**src/rtl/rr_arbiter_idx_pkg.sv**
```systemverilog
// Shared definitions for the round-robin arbiter family.
//
// Contents:
//   arb_state_e : IDLE/LOCKED state encoding. The encoding is shared so that
//                 other arbiters with a hold/lock mode decode state the same way.
package rr_arbiter_idx_pkg;

  typedef enum logic {
    ARB_IDLE   = 1'b0,
    ARB_LOCKED = 1'b1
  } arb_state_e;

endpackage

```
**src/rtl/rr_arbiter_idx_oh_encoder.sv**
```systemverilog
// One-hot to binary encoder, fully parametrised.
//
// Ports:
//   oh  : OH_WIDTH-bit one-hot input (at most one bit set)
//   idx : IDX_WIDTH-bit binary index of the set bit; 0 when oh is all zero
//
// Each set bit ORs its own index into the result, so the width of the term
// list scales with OH_WIDTH rather than being written out by hand.
module oh_encoder #(
  parameter int OH_WIDTH  = 4,
  parameter int IDX_WIDTH = $clog2(OH_WIDTH)
) (
  input  logic [OH_WIDTH-1:0]  oh,
  output logic [IDX_WIDTH-1:0] idx
);

  always_comb begin
    idx = '0;
    for (int i = 0; i < OH_WIDTH; i++) begin
      if (oh[i]) begin
        idx = idx | IDX_WIDTH'(i);
      end
    end
  end

endmodule

```
**src/rtl/rr_arbiter_idx.sv**
```systemverilog
// Round-robin arbiter with binary grant index and a lock (hold) mode.
//
// Ports:
//   clk         : clock, all state on the rising edge
//   reset_n     : asynchronous active-low reset
//   request     : NUM_REQUESTERS level-sensitive request lines
//   update      : consumer accepted this cycle's grant
//   hold        : with update=1, lock the current grantee
//   grant_oh    : one-hot grant (combinational)
//   grant_idx   : binary index of grant_oh, 0 when no grant
//   grant_valid : 1 iff grant_oh is non-zero
//   locked      : registered, 1 while the arbiter is in the LOCKED state
//
// Handshake: grant_valid/grant_oh act as a "valid" offered this cycle and
// update acts as "ready". A transfer happens on a rising edge where both
// grant_valid and update are 1; only then does priority advance (hold=0) or
// the grantee become the lock owner (hold=1). update with no grant is ignored.
// While locked, the owner keeps the grant until it accepts with hold=0 or
// drops its request; the freed priority starts just after the owner.
module rr_arbiter_idx
  import rr_arbiter_idx_pkg::*;
#(
  parameter int NUM_REQUESTERS = 4,
  parameter int IDX_WIDTH      = $clog2(NUM_REQUESTERS)
) (
  input  logic                      clk,
  input  logic                      reset_n,
  input  logic [NUM_REQUESTERS-1:0] request,
  input  logic                      update,
  input  logic                      hold,
  output logic [NUM_REQUESTERS-1:0] grant_oh,
  output logic [IDX_WIDTH-1:0]      grant_idx,
  output logic                      grant_valid,
  output logic                      locked
);

  localparam int DBL = 2 * NUM_REQUESTERS;

  arb_state_e                 state, state_n;
  logic [IDX_WIDTH-1:0]       ptr, ptr_n;
  logic [IDX_WIDTH-1:0]       owner, owner_n;

  logic [DBL-1:0]             req_dbl;
  logic [DBL-1:0]             masked;
  logic [DBL-1:0]             pick_dbl;
  logic [NUM_REQUESTERS-1:0]  rr_oh;
  logic [NUM_REQUESTERS-1:0]  owner_oh;

  // Increment with explicit wrap at NUM_REQUESTERS-1, so non-power-of-2
  // sizes never leave ptr/owner pointing past the last requester.
  function automatic logic [IDX_WIDTH-1:0] wrap_inc(input logic [IDX_WIDTH-1:0] v);
    if (v == IDX_WIDTH'(NUM_REQUESTERS - 1)) begin
      return '0;
    end
    return v + IDX_WIDTH'(1);
  endfunction

  // Round-robin search: duplicate the request vector, clear bits below ptr in
  // the lower copy, isolate the lowest set bit, then fold the two halves.
  // The upper copy is never masked, so wrap-around requests are still found.
  always_comb begin
    req_dbl  = {request, request};
    masked   = req_dbl & ({DBL{1'b1}} << ptr);
    pick_dbl = masked & (~masked + DBL'(1));
    rr_oh    = pick_dbl[NUM_REQUESTERS-1:0] | pick_dbl[DBL-1:NUM_REQUESTERS];
  end

  always_comb begin
    owner_oh        = '0;
    owner_oh[owner] = request[owner];
  end

  assign grant_oh    = (state == ARB_LOCKED) ? owner_oh : rr_oh;
  assign grant_valid = |grant_oh;
  assign locked      = (state == ARB_LOCKED);

  oh_encoder #(
    .OH_WIDTH  (NUM_REQUESTERS),
    .IDX_WIDTH (IDX_WIDTH)
  ) u_enc (
    .oh  (grant_oh),
    .idx (grant_idx)
  );

  always_ff @(posedge clk or negedge reset_n) begin
    if (!reset_n) begin
      state <= ARB_IDLE;
      ptr   <= '0;
      owner <= '0;
    end else begin
      state <= state_n;
      ptr   <= ptr_n;
      owner <= owner_n;
    end
  end

  always_comb begin
    state_n = state;
    ptr_n   = ptr;
    owner_n = owner;
    case (state)
      ARB_IDLE: begin
        if (update && grant_valid) begin
          if (hold) begin
            owner_n = grant_idx;
            state_n = ARB_LOCKED;
          end else begin
            ptr_n = wrap_inc(grant_idx);
          end
        end
      end
      ARB_LOCKED: begin
        // Release when the owner lets go of its request or accepts without hold.
        if (!request[owner] || (update && !hold)) begin
          ptr_n   = wrap_inc(owner);
          state_n = ARB_IDLE;
        end
      end
      default: begin
        state_n = ARB_IDLE;
      end
    endcase
  end

endmodule

```
**config.mk**
```make
export PLATFORM = sky130hd
export DESIGN_NAME = rr_arbiter_idx
export DESIGN_NICKNAME = d
export VERILOG_FILES = /design/src/rtl/rr_arbiter_idx_pkg.sv /design/src/rtl/rr_arbiter_idx_oh_encoder.sv /design/src/rtl/rr_arbiter_idx.sv
export SDC_FILE = /design/constraint.sdc
export NUM_CORES = 1
export LEC_CHECK = 0
export BUFFER_PORTS_ARGS = -buffer_cell sky130_fd_sc_hd__buf_2
export CORE_MARGIN = 2
export CORE_UTILIZATION = 29
export CTS_CLUSTER_DIAMETER = 150
export DETAILED_ROUTE_END_ITERATION = 12
export PLACE_DENSITY = 0.49
export SLEW_MARGIN = 10
export SYNTH_ARGS = -nofsm -noshare
export SYNTH_HDL_FRONTEND = slang
export SYNTH_SLANG_ARGS = --single-unit
```
**constraint.sdc**
```tcl
create_clock -name clk -period 2.95 [get_ports clk]
set_clock_uncertainty 0.05 [all_clocks]
set_input_delay 0.59 -clock clk [delete_from_list [all_inputs] [get_ports clk]]
set_output_delay 0.59 -clock clk [all_outputs]
set_load 0.01 [all_outputs]
```
Word-level counts from Yosys, hierarchy flattened
Index checks and enable logic that the tools add are counted.
{"block": "word_totals", "output_inout_bits": 8, "register_bits": 5}
{"block": "op_classes", "mux": 27, "n_addsub": 3, "reduce_logical": 9, "shifts": 1, "eq_ne": 5, "bitwise_logic": 6, "n_lt_le_gt_ge": 2}
{"op": "$mux 2", "n": 9}
{"op": "$and 8x8->8", "n": 2}
{"op": "$mux 1", "n": 13}
{"op": "$add 8x1->8 const B", "n": 1}
{"op": "$not 8->8", "n": 1}
{"op": "$shl 8x2->8 const A", "n": 1}
{"op": "$reduce_and 3->1", "n": 2}
{"op": "$add 2x1->2 const B", "n": 2}
{"op": "$and 4x4->4", "n": 1}
{"op": "$eq 2x2->1 const B", "n": 2}
{"op": "$mux 4", "n": 1}
{"op": "$ne 2x2->1 const B", "n": 2}
{"op": "$or 4x4->4", "n": 1}
{"op": "$pmux 2 s2", "n": 1}
{"op": "$reduce_or 4->1", "n": 1}
{"op": "$logic_and 1x1->1", "n": 3}
{"op": "$lt 2x3->1 const B", "n": 1}
{"op": "$bmux 1 s2", "n": 1}
{"op": "$demux 1 s2", "n": 1}
{"op": "$ge 2x1->1 const B", "n": 1}
{"op": "$logic_not 1->1", "n": 2}
{"op": "$ne 2x1->1 const B", "n": 1}
{"op": "$pmux 1 s2", "n": 1}
{"op": "$logic_or 1x1->1", "n": 1}
{"op": "$not 1->1", "n": 1}

Logic depth before layout (Yosys ltp)
{"block": "logic_depth", "ltp_word": 19, "ltp_mapped": 10, "ltp_nobuf": 10}

Modules after synthesis
From an unflattened synthesis, not the netlist that was laid out.
{"block": "hier_totals", "cells_unflattened": 73, "hier_area_um2": 661.9}
{"mod": "rr_arbiter_idx", "area_per_inst_um2": 649.4, "instances": 1, "cells_each": 71}
{"mod": "oh_encoder", "area_per_inst_um2": 12.5, "instances": 1, "cells_each": 2}

Worst setup path after synthesis
Ideal clock, no wire load.
{"block": "synth_path", "kind": "flip-flop to flip-flop", "from": "reg owner[0]", "to": "reg ptr[1]", "t_arrival_ps": 2181, "stages_incl_launch_ff": 10, "path_slack_ps": 594, "required_ps": 2775, "setup_time_ps": 125, "synth_period_minus_slack_ps": 2356, "path_buffers": 0, "cell_sequence": "dfrtp_1 > inv_1 > ha_1 > or2_2 > a22oi_2 > and2_1 > inv_2 > ha_1 > mux2_2 > mux2_4"}
{"item": "start, declared", "line_no": "rr_arbiter_idx.sv:41", "rtl": "logic [IDX_WIDTH-1:0] owner, owner_n;"}
{"item": "start signal, assigned", "line_no": "rr_arbiter_idx.sv:93", "rtl": "owner <= owner_n;"}
{"item": "$lt 2x3->1 (not written as such) / $ge 2x1->1 (equally long branches)", "line_no": "rr_arbiter_idx.sv:70", "rtl": "owner_oh[owner] = request[owner];"}
{"item": "$logic_and 1x1->1 (not written as such)", "line_no": "rr_arbiter_idx.sv:70"}
{"item": "$mux 1 (not written as such)", "line_no": "rr_arbiter_idx.sv:70"}
{"item": "$demux 1 s2", "line_no": "rr_arbiter_idx.sv:70"}
{"item": "$and 4x4->4 (no source line) (*)"}
{"item": "$mux 4 (*)", "line_no": "rr_arbiter_idx.sv:73", "rtl": "assign grant_oh = (state == ARB_LOCKED) ? owner_oh : rr_oh;"}
{"item": "$mux 2", "line_no": "rr_arbiter_idx_oh_encoder.sv:20", "rtl": "if (oh[i]) begin"}
{"item": "$mux 2 (*)", "line_no": "rr_arbiter_idx_oh_encoder.sv:20"}
{"item": "net grant_idx[1]", "line_no": "rr_arbiter_idx.sv:32", "rtl": "output logic [IDX_WIDTH-1:0] grant_idx,"}
{"item": "[... 1 more ...]"}
{"item": "$mux 1", "line_no": "rr_arbiter_idx.sv:52", "rtl": "if (v == IDX_WIDTH'(NUM_REQUESTERS - 1)) begin"}
{"item": "$mux 1", "line_no": "rr_arbiter_idx.sv:104", "rtl": "if (hold) begin"}
{"item": "$mux 1", "line_no": "rr_arbiter_idx.sv:103", "rtl": "if (update && grant_valid) begin"}
{"item": "$mux 1", "line_no": "rr_arbiter_idx.sv:101", "rtl": "case (state)"}
{"item": "$mux 2 (*)", "line_no": "rr_arbiter_idx.sv:55", "rtl": "return v + IDX_WIDTH'(1);"}
{"item": "$mux 2 (*)", "line_no": "rr_arbiter_idx.sv:104"}
{"item": "$mux 2 (*)", "line_no": "rr_arbiter_idx.sv:103"}
{"item": "$pmux 2 s2 (*)", "line_no": "rr_arbiter_idx.sv:101"}
{"item": "end signal, assigned", "line_no": "rr_arbiter_idx.sv:92", "rtl": "ptr <= ptr_n;"}
{"item": "end, declared", "line_no": "rr_arbiter_idx.sv:40", "rtl": "logic [IDX_WIDTH-1:0] ptr, ptr_n;"}
Mark *: on every way through the listed nets, which the timed path passes. The rest lies on a longest branch. The select of a mux whose other input is x is not followed.
A chain may end at the register's enable or synchronous reset.

Final worst setup path
{"block": "layout_path", "from": "reg owner[0]", "to": "out grant_valid"}
{"block": "layout_between", "elab_chain_len": 7}
{"item": "$lt 2x3->1 (not written as such) / $ge 2x1->1 (equally long branches)", "line_no": "rr_arbiter_idx.sv:70"}
{"item": "$logic_and 1x1->1 (not written as such)", "line_no": "rr_arbiter_idx.sv:70"}
{"item": "$mux 1 (not written as such)", "line_no": "rr_arbiter_idx.sv:70"}
{"item": "$demux 1 s2", "line_no": "rr_arbiter_idx.sv:70"}
{"item": "$and 4x4->4 (no source line) (*)"}
{"item": "$mux 4 (*)", "line_no": "rr_arbiter_idx.sv:73"}
{"item": "$reduce_or 4->1 (*)", "line_no": "rr_arbiter_idx.sv:74", "rtl": "assign grant_valid = |grant_oh;"}
{"item": "end, declared", "line_no": "rr_arbiter_idx.sv:33", "rtl": "output logic grant_valid,"}
Every way passes the cells marked *; elsewhere a longest branch is shown, timed or not. The select of a mux whose other input is x is not followed.

==> run metrics <==
DR vias/cell=a little under 5; Die X-Extent=approximately 50 microns; Clock Sinks=5; worst-skew pair later-pin latency=~240 ps; min cycle time layout=roughly 2600 ps; non-filler cells, final=118; number of max-cap violations=0; number of fillers in the final layout=219; Post-Syn Area per Cell=roughly 8.3 sq um; number of buffers inserted to repair setup after CTS=0; Yosys top cell area share=0.205; Placement Setup Slack=394 ps; type of element capturing the critical path=output port; biggest area contributors in the synthesized netlist=sky130_fd_sc_hd__dfrtp_1, sky130_fd_sc_hd__ha_1, sky130_fd_sc_hd__mux2i_1, sky130_fd_sc_hd__mux2_4, sky130_fd_sc_hd__nand2_1; via count=a little under 600; number of failing hold endpoints at the final stage=0; commonest cells after routing, fill and taps aside=sky130_fd_sc_hd__buf_2, sky130_fd_sc_hd__nand2_1; final-report setup violation count=0; std cell rows=16; launching element of the worst setup path=owner[0]$_DFFE_PN0P_; startpoint class of the critical path=flip-flop; share of flip-flops with an asynchronous set or reset=1.00; port bufs=15; Least-Margin Pin Slew=467 ps; end-of-flow core utilization=0.374; synthesis-stage register bit count=5; leakage dissipation=~0.35 nW; post-CTS clock slew at the launch and capture registers of the worst setup and hold paths=40 ps; result of the run=finished, final reports clean; warning count from the yosys run=0; Die Area=2480 sq um; Min Hold Slack=approximately 100 ps; cell count after placement=between 100 and 150; required arrival time at the worst endpoint=2310 ps; Die H=~50 microns; number of hold buffers added after cts=0; number of resized instances in the post-cts repair step=0; global-route wire length before repair=between 2 and 2.5 mm; DRC marker count from the first detailed-route iteration=9; unrepaired setup endpoints after global routing=no; top cell type by total area after synthesis=sky130_fd_sc_hd__dfrtp_1; final-stage net count=~110; maximum VDD drop=slightly above 0.0004 V; Worst Path Class, Setup=flip-flop to output port; dominant synthesized flop cell=sky130_fd_sc_hd__dfrtp_1; GRT Residual Overflow=0; Post-Synthesis Cell Area=~610 sq um; Boundary Pins=16; Design Power=roughly 750 uW; Worst Path Max Fanout=6; total power per unit cell area=1010 nW/um^2; core box area=1980 sq um; EDFF count, synth=0; setup slack, reg-to-reg=approximately 430 ps; timing endpoint of the critical path=grant_valid; Crit Reg-Reg Endpoint=ptr[1]$_DFFE_PN0P_; fmax=approximately 0.38 GHz; placed wire-length estimate=~1.1 mm; worst r2r src=owner[0]$_DFFE_PN0P_; initial core utilization=0.307; number of optimization iterations in the first detailed-route pass=4; number of buffers created by CTS=3; wire length per cell=approximately 12 microns; vias in the first global route=between 500 and 600; leading cell type in the layout, fill and taps excluded=sky130_fd_sc_hd__buf_2; pins over their slew limit=0; part of the cycle the worst path needs=0.886; number of antenna violations at the first check in global routing=0; placement-stage cell area=714 sq um; final worst-path setup slack=about 340 ps; fraction of final layout cells sized beyond drive strength 1=0.308; number of H-tree levels=1; Worst Hold Class=primary input to async pin; Final TNS setup=0 ps; count of different cell masters after synthesis=35; footprint of the multi-input gates=between 400 and 500 sq um; final wirelength=between 1 and 1.5 mm; TritonCTS clock tree=built; Rel. slew slack=0.689; synthesized instance count=73; residual DRC count=0; area of all placed cells without fillers=741 sq um; pin count of the biggest net entering global routing=17; portion of the post-synthesis area used by sequential elements=0.205; post-route antenna net violation count=0; total global routing track utilization=0.126; total inserted antenna cells=0; Syn-to-layout area delta=21.6%; largest buffer count on any clock path=2; FF+latch area=125 sq um; Mapped Nets=86; Arrival @ worst endpoint=between 1500 and 2000 ps; GP Congestion=a little over 0.8; Reg2Reg Depth=9; clock root cell=sky130_fd_sc_hd__clkbuf_4
-- area by class of cell --
class,count,area share
Multi-Input combinational cell,61,0.618
Sequential cell,5,0.169
Timing Repair Buffer,15,0.101
Tap cell,27,0.0456
Clock buffer,4,0.0355
Inverter,6,0.0304
-- Yosys cell counts, types with 2 or more instances --
cell type,n
sky130_fd_sc_hd__a31oi_1,2
sky130_fd_sc_hd__dfrtp_1,5
sky130_fd_sc_hd__ha_1,5
sky130_fd_sc_hd__inv_1,5
sky130_fd_sc_hd__mux2_4,2
sky130_fd_sc_hd__mux2i_1,3
sky130_fd_sc_hd__nand2_1,8
sky130_fd_sc_hd__nor2_1,4
sky130_fd_sc_hd__nor2b_1,3
sky130_fd_sc_hd__o21ai_0,5
sky130_fd_sc_hd__o21ai_1,5
sky130_fd_sc_hd__o21bai_1,3
-- power breakdown --
part | switching, mW | internal (mW) | leakage (nW) | total [mW]
clock | 0.0272 | 0.0511 | 0.0150 | 0.0783
sequential | 0.0749 | 0.102 | 0.0615 | 0.177
combinational | 0.253 | 0.242 | 0.276 | 0.495
total | 0.355 | 0.395 | 0.352 | 0.750
-- critical path, cell delays in order, from the launching register on --
cell,delay (ps)
sky130_fd_sc_hd__dfrtp_1,440
sky130_fd_sc_hd__inv_1,130
sky130_fd_sc_hd__ha_1,220
sky130_fd_sc_hd__or2_2,300
sky130_fd_sc_hd__a22oi_2,210
sky130_fd_sc_hd__and2_1,220
sky130_fd_sc_hd__o21ai_1,80
sky130_fd_sc_hd__buf_2,140
-- registers in the layout (all words and copies together), names as in the netlist --
register  cells
ptr           2
locked        1
owner         2
-- how the worst min path moves through the flow --
stage | start | endpoint | slack, ps
floorplan | reset_n | locked$_DFF_PN0_ | 240
global placement | reset_n | locked$_DFF_PN0_ | 360
detailed placement | reset_n | locked$_DFF_PN0_ | 360
CTS | reset_n | ptr[1]$_DFFE_PN0P_ | 100
global route | reset_n | owner[1]$_DFFE_PN0P_ | 100
finish | reset_n | ptr[1]$_DFFE_PN0P_ | 100
-- per-layer routing --
layer	part of all wire	GRT usage	vias up	wire, microns
li1	-	-	300	-
met1	0.51	0.179	264	725
met2	0.44	0.176	14	621
met3	0.048	0.0364	2	68
met4	0.0084	0.0556	0	12
met5	0	0	-	0
-- kinds of logic after synthesis --
| logic type | Yosys count | synth area share |
|---|---|---|
| mux | 7 | 0.136 |
| buf+inv | 7 | 0.0431 |
| fa+ha+maj | 5 | 0.103 |
| compound gates | 27 | 0.322 |
| flops | 5 | 0.205 |
| simple gates | 22 | 0.191 |
Power figures use the tool's default switching activity.
